## config.mk

```make
export PLATFORM = sky130hd
export DESIGN_NAME = pq_dispatch
export DESIGN_NICKNAME = d
export VERILOG_FILES = /design/src/rtl/pq_dispatch.sv
export SDC_FILE = /design/constraint.sdc
export NUM_CORES = 1
export LEC_CHECK = 0
export BUFFER_PORTS_ARGS = -buffer_cell sky130_fd_sc_hd__buf_2
export CAP_MARGIN = 20
export CELL_PAD_IN_SITES_DETAIL_PLACEMENT = 1
export CELL_PAD_IN_SITES_GLOBAL_PLACEMENT = 1
export CORE_MARGIN = 3
export CORE_UTILIZATION = 27
export CTS_BUF_LIST = sky130_fd_sc_hd__clkbuf_2 sky130_fd_sc_hd__clkbuf_4 sky130_fd_sc_hd__clkbuf_8
export CTS_CLUSTER_DIAMETER = 100
export DETAILED_ROUTE_END_ITERATION = 7
export GPL_TIMING_DRIVEN = 0
export PLACE_DENSITY_LB_ADDON = 0.1
export SLEW_MARGIN = 25
export SYNTH_ARGS = -nofsm -noshare
export SYNTH_HDL_FRONTEND = slang
export SYNTH_SLANG_ARGS = --single-unit
```

## constraint.sdc

```tcl
create_clock -name CLK -period 1.85 [get_ports CLK]
set_clock_uncertainty 0.05 [all_clocks]
set_input_delay 0.2775 -clock CLK [delete_from_list [all_inputs] [get_ports CLK]]
set_output_delay 0.2775 -clock CLK [all_outputs]
set_load 0.1 [all_outputs]
```

## src/rtl/pq_dispatch.sv

```systemverilog
// Min-event dispatcher: arbitrates enqueue/dequeue strobes to an external priority queue.
// Optional direct input-to-output path when the queue is empty: define PQ_BYPASS_EN.
module pq_dispatch #(
  parameter int unsigned DW      = 16,
  parameter int unsigned CAP     = 31,
  parameter int unsigned DEQ_GAP = 1
) (
  input  logic          CLK,
  input  logic          rst,
  input  logic          ev_in_valid,
  output logic          ev_in_ready,
  input  logic [DW-1:0] ev_in_data,
  output logic          ev_out_valid,
  input  logic          ev_out_ready,
  output logic [DW-1:0] ev_out_data,
  output logic          q_enq,
  output logic          q_deq,
  output logic [DW-1:0] q_inp_data,
  input  logic [DW-1:0] q_out_data,
  input  logic [4:0]    q_count,
  output logic          q_rst_n
);

  localparam int unsigned CW     = 5;
  localparam int unsigned GW     = (DEQ_GAP > 1) ? $clog2(DEQ_GAP + 1) : 1;
  localparam logic [CW-1:0] CAP_C  = CW'(CAP);
  localparam logic [GW-1:0] GAP_C  = GW'(DEQ_GAP);
  localparam logic          GAP_EN = (DEQ_GAP != 0);

  typedef enum logic {
    S_RUN = 1'b0,
    S_GAP = 1'b1
  } state_t;

  state_t          r_state;
  logic [GW-1:0]   r_gap_cnt;
  logic            r_rr;
  logic            r_out_valid;
  logic [DW-1:0]   r_out_data;

  logic w_fire;
  logic w_run;
  logic w_slot_free;
  logic w_deq_elig;
  logic w_enq_elig;
  logic w_bypass;
  logic w_contend;
  logic w_deq;
  logic w_enq;

  // Eligibility: queue operations only in RUN and never while reset is asserted.
  assign w_fire      = r_out_valid & ev_out_ready;
  assign w_run       = (r_state == S_RUN) & ~rst;
  assign w_slot_free = ~r_out_valid | w_fire;
  assign w_deq_elig  = w_run & (q_count != '0) & w_slot_free;
  assign w_enq_elig  = w_run & ev_in_valid & (q_count < CAP_C);

`ifdef PQ_BYPASS_EN
  assign w_bypass = w_run & (q_count == '0) & w_slot_free & ev_in_valid;
`else
  assign w_bypass = 1'b0;
`endif

  // Round-robin flag low favours dequeue when both operations compete.
  assign w_contend = w_deq_elig & w_enq_elig & ~w_bypass;
  assign w_deq     = w_deq_elig & ~(w_contend & r_rr);
  assign w_enq     = w_enq_elig & ~w_bypass & ~(w_contend & ~r_rr);

  assign q_deq        = w_deq;
  assign q_enq        = w_enq;
  assign ev_in_ready  = w_enq | w_bypass;
  assign q_inp_data   = ev_in_data;
  assign q_rst_n      = ~rst;
  assign ev_out_valid = r_out_valid;
  assign ev_out_data  = r_out_data;

  // Output buffer, arbitration flag and RUN/GAP sequencing.
  always_ff @(posedge CLK) begin
    if (rst) begin
      r_state     <= S_RUN;
      r_gap_cnt   <= '0;
      r_rr        <= 1'b0;
      r_out_valid <= 1'b0;
      r_out_data  <= '0;
    end else begin
      if (w_contend) begin
        r_rr <= ~r_rr;
      end

      if (w_deq) begin
        r_out_valid <= 1'b1;
        r_out_data  <= q_out_data;
      end else if (w_bypass) begin
        r_out_valid <= 1'b1;
        r_out_data  <= ev_in_data;
      end else if (w_fire) begin
        r_out_valid <= 1'b0;
      end

      case (r_state)
        S_RUN: begin
          if (w_deq && GAP_EN) begin
            r_state   <= S_GAP;
            r_gap_cnt <= GAP_C;
          end
        end
        S_GAP: begin
          if (r_gap_cnt <= GW'(1)) begin
            r_state   <= S_RUN;
            r_gap_cnt <= '0;
          end else begin
            r_gap_cnt <= r_gap_cnt - GW'(1);
          end
        end
        default: begin
          r_state   <= S_RUN;
          r_gap_cnt <= '0;
        end
      endcase
    end
  end

endmodule
```

After elaboration in Yosys (flattened, before gate mapping):

Cells that the tools add are included.

* flip-flop bits (word level): 20
* output and inout bits: 37

* $add $sub $neg: 1
* magnitude comparators: 2
* equality and inequality tests: 1
* muxes and demuxes: 8
* bitwise gates (word level): 18
* reductions and logical operators: 2

Operators with widths (count)
* $and A1 B1 Y1: 11
* $mux W1: 6
* $not A1 Y1: 6
* $lt A5 B5 Y1 const B: 1
* $reduce_bool A5 Y1: 1
* $pmux W1 S2: 2
* $ne A2 B2 Y1 const B: 1
* $reduce_bool A2 Y1: 1
* $le A1 B1 Y1 const B: 1
* $or A1 B1 Y1: 1
* $sub A1 B1 Y1 const B: 1

Longest topological paths before layout:

* depth after elaboration: 10
* mapped depth: 6

Worst setup path after synthesis:

No wires, ideal clock.

* path kind: register -> output
* from: reg r_out_valid (netlist: ev_out_valid)
* to: out q_enq
* data arrival time: 4872 ps
* setup slack: -3350 ps
* cell stages (with the launch flop): 5
* path buffers: 1
* path through: dfxtp_1 -> nor2b_1 -> nor3_1 -> nor4_1 -> buf_4

* cells in the longest elaborated chain, start to end: 7

Ends and longest elaborated chain
* from (decl): line 38 `logic r_out_valid;`
* from (signal assigned): line 83 `r_out_valid <= 1'b0;`
* from (signal assigned): line 91 `r_out_valid <= 1'b1;`
* from (signal assigned): line 94 `r_out_valid <= 1'b1;`
* $and A1 B1 Y1 / $not A1 Y1 (equally long branches): line 52, 54
* $or A1 B1 Y1 (*): line 54 `assign w_slot_free = ~r_out_valid | w_fire;`
* $and A1 B1 Y1 (*): line 55 `assign w_deq_elig = w_run & (q_count != '0) & w_slot_free;`
* $and A1 B1 Y1 (*): line 65 `assign w_contend = w_deq_elig & w_enq_elig & ~w_bypass;`
* $and A1 B1 Y1 (*): line 67 `assign w_enq = w_enq_elig & ~w_bypass & ~(w_contend & ~r_rr);`
* $not A1 Y1 (*): line 67
* $and A1 B1 Y1 (*): line 67
* to (decl): line 16 `output logic q_enq,`

Mark *: on every way between the ends. The rest lies on a longest branch, timed or not.

Worst setup path after layout:

* from: in q_count[2]
* to: out q_enq

* cells in the longest elaborated chain, start to end: 7

Ends and longest elaborated chain
* from (decl): line 20 `input logic [4:0] q_count,`
* parallel branches: the longest is 6 deep, another holds $lt A5 B5 Y1
* $and A1 B1 Y1 (*): line 67

Mark *: on every way between the ends.

==> flow_metrics.py <==
metrics = {
    "run_status": {
        "status": "finished, violations left",
        "violated_checks": "negative setup slack",
    },
    "sta": {
        "timing_worst_slew_pin_value_ns": 0.488,
        "slew_headroom": 0.671,
        "final_period_minus_worst_setup_slack_ns": 1.94,
        "setup_repair_after_global_routing_missed_its_margin": "true",
        "report.final.hold_viol_count": 0,
        "final_min_period_over_clock_period": 1.05,
        "final.setup.tns_ns": -0.224,
        "max_clock_freq_mhz": 515,
        "number_of_setup_violations_in_the_final_report": 3,
        "timing_max_transition_violations_final": 0,
        "post-route-worst-setup-slack_ns": -0.0902,
    },
    "pwr": {
        "p_int_uw": 703,
        "power-per-cell-area_nw_per_um2": 929,
        "p_clk_frac": 0.163,
        "ir_worst_vdd_uv": 473,
        "seqPwrFrac": 0.347,
        "sw_frac_of_total": 0.482,
        "switching_power_uw": 653,
        "leakagePower_uw": 0.000719,
        "combPwrFrac": 0.490,
    },
    "place": {
        "detailedPlacementHpwl_um": 2260,
        "placement.io_buffers": 61,
        "place_congestion": 0.651,
        "post-place-ws_ns": -0.492,
    },
    "grt": {
        "grt_pass1_vias": 986,
        "grt-ovfl-total": 0,
        "global_route.usage.total": 0.125,
        "antenna_found_initial": 0,
        "grt_start_max_net_pins": 11,
        "grt_first_pass_wirelength_um": 4320,
    },
    "final_layout": {
        "layout_cells_sized_above_1": 0.549,
        "insertedDiodeCount": 0,
        "fill_cells": 423,
        "area_growth_pct": 51.4,
        "num-nets-final": 217,
    },
    "floorplanning": {
        "core.rowCount": 21,
        "chipWidth_um": 65.8,
        "die_h_um": 65.8,
        "io-pin-count": 78,
        "placeableCoreArea_sq_um": 3390,
        "dieArea_sq_um": 4330,
        "floorplan.initialDensity": 0.285,
    },
    "worst_setup_path": {
        "rr_startpoint": "ev_out_valid",
        "timing.reg2reg.setup_slack_ns": 0.18,
        "worst_setup_path_start_kind": "input port",
        "critical_path_required_ns": 1.52,
        "timing.rr.end": "ev_out_data[15]",
        "crit_fanout": 2,
        "worst-r2r-cell-count": 6,
        "cp.arrival_ns": 1.61,
        "cp-startpoint": "q_count[2]",
        "critPathCapture": "q_enq",
        "crit_path_end_kind": "output pin",
        "kind_of_critical_path": "in -> out",
    },
    "job": {
        "timing.max_cap.violations": 0,
    },
    "route": {
        "drt_drc_violations_left": 0,
        "postRouteAntennaNets": 0,
        "post_drt_via_cell_ratio": 4.25,
        "route.detailed.wl_per_inst_um": 12.4,
        "routed_wirelength_um": 2750,
        "drtPass1Iterations": 3,
        "vias": 940,
        "1st_iter_drt_viols": 16,
    },
    "logic_synthesis": {
        "post_synth.cell_area_avg_sq_um": 8.93,
        "synth_seq_cells": 19,
        "synth.yosys.warnings": 0,
        "ys_dominant_reg_cell": "sky130_fd_sc_hd__dfxtp_1",
        "asyncSetResetFlopFracSynth": 0,
        "postSynthNetCount": 149,
        "post_synthesis_sequential_area_ratio": 0.394,
        "syn_area_sq_um": 965,
        "yosysUniqueCellTypes": 23,
        "synthesis.instances": 108,
        "synth-edff-count": 0,
    },
    "clocking": {
        "clock_latency_on_the_worst_skew_pair_ns": 0.28,
        "clk_pin_slew_worst_paths_ns": 0.11,
        "cts_tree": "built",
        "number_of_clock_buffers_inserted_by_tritoncts": 3,
        "max-clock-path-buffers": 2,
        "clkSinkCount": 19,
        "ctsRootBufferMaster": "sky130_fd_sc_hd__clkbuf_4",
        "ctsHtreeMaxLevel": 1,
    },
    "min_path": {
        "hold_class": "in -> reg",
    },
}
-- Yosys cell counts (2+ instances only) --
master                     number  share of area
sky130_fd_sc_hd__a211oi_1       2          0.016
sky130_fd_sc_hd__buf_4         17           0.13
sky130_fd_sc_hd__clkbuf_1       3          0.012
sky130_fd_sc_hd__dfxtp_1       19           0.39
sky130_fd_sc_hd__mux2i_1       16           0.17
sky130_fd_sc_hd__nand2_1       33           0.13
sky130_fd_sc_hd__o21a_1         2          0.016
-- timing repair --
item | CTS | global route
hold buffers | 0 | 0
setup buffers | 4 | 0
endpoints found under the setup margin | 3 | 11
gates resized for setup | 14 | 4
pin swaps | 5 | 1
-- cell usage in the layout, fill, tap and decap left out, types with 2 or more instances in the layout --
cell	Yosys	final
sky130_fd_sc_hd__a211oi_1	2	2
sky130_fd_sc_hd__buf_12	1	2
sky130_fd_sc_hd__buf_2	0	56
sky130_fd_sc_hd__buf_4	17	18
sky130_fd_sc_hd__buf_6	1	4
sky130_fd_sc_hd__clkbuf_1	3	3
sky130_fd_sc_hd__clkbuf_4	0	5
sky130_fd_sc_hd__dfxtp_1	19	17
sky130_fd_sc_hd__mux2i_1	16	16
sky130_fd_sc_hd__nand2_1	33	33
sky130_fd_sc_hd__o21a_1	2	2
-- flip-flops by register name, summed over array words and instances (netlist names) --
signal        count
r_rr              1
r_state           1
ev_out_data      16
ev_out_valid      1
-- logic make-up (layout without fill, tap and decap cells) --
family,count (synthesis),in the layout,synth area share
DFF,19,19,0.394
AOI/OAI and AO/OA,8,8,0.0635
and+or+nand+nor,42,42,0.196
muxes,16,16,0.166
buffers and inverters,23,90,0.180
-- power by group through the flow --
stage / Combinational [uW] / Clock [uW] / Sequential [uW]
2_1_floorplan: 325 / 0 / 696
3_3_place_gp: 639 / 0 / 476
3_5_place_dp: 648 / 0 / 478
4_1_cts: 672 / 231 / 470
5_1_grt: 691 / 246 / 476
6_report: 665 / 221 / 470
-- metrics by stage --
stage,utilization,cell area [sq um],hold WS [ns],total power [uW],cells
3_3_place_gp,0.402,1360,0.390,1110,215
2_1_floorplan,-,1000,0.297,1020,108
6_report,0.431,1460,0.169,1360,221
5_1_grt,0.431,1460,0.166,1410,221
3_5_place_dp,0.402,1360,0.400,1130,215
4_1_cts,0.431,1460,0.167,1370,222
-- worst min-delay path by stage --
stage | to | start | cells after the start
6_report | ev_out_data[10] | q_out_data[10] | 3
5_1_grt | ev_out_data[7] | q_out_data[7] | 3
4_1_cts | ev_out_data[10] | q_out_data[10] | 3
3_5_place_dp | ev_out_data[12] | ev_out_data[12] | 2
3_3_place_gp | ev_out_data[5] | ev_out_data[5] | 2
2_1_floorplan | r_rr | rst | 1
-- worst max-delay path, cell delays in order --
cell,delay [ns]
sky130_fd_sc_hd__buf_6,0.09
sky130_fd_sc_hd__or4_4,0.54
sky130_fd_sc_hd__nor2_4,0.15
sky130_fd_sc_hd__nor3_4,0.05
sky130_fd_sc_hd__nor4_4,0.19
sky130_fd_sc_hd__buf_6,0.15
sky130_fd_sc_hd__buf_12,0.16
-- routing by layer --
| metal | track usage | wire length (um) |
|---|---|---|
| met2 | 0.237 | 1460 |
| met3 | 0.0323 | 190 |
| met1 | 0.143 | 1100 |
| met4 | 0.0155 | 0 |
| met5 | 0 | 0 |
-- final cells by class --
| cell class | instances | area (sq um) | area share |
|---|---|---|---|
| inverter | 1 | 3.75 | 0.00257 |
| buffer | 21 | 154 | 0.105 |
| multi-input combinational | 66 | 449 | 0.308 |
| timing repair buffer | 64 | 380 | 0.260 |
| clock buffer | 4 | 30.0 | 0.0206 |
| sequential | 19 | 385 | 0.264 |
| tap | 46 | 57.6 | 0.0394 |
Note: power is estimated with default switching activity, not from simulation.
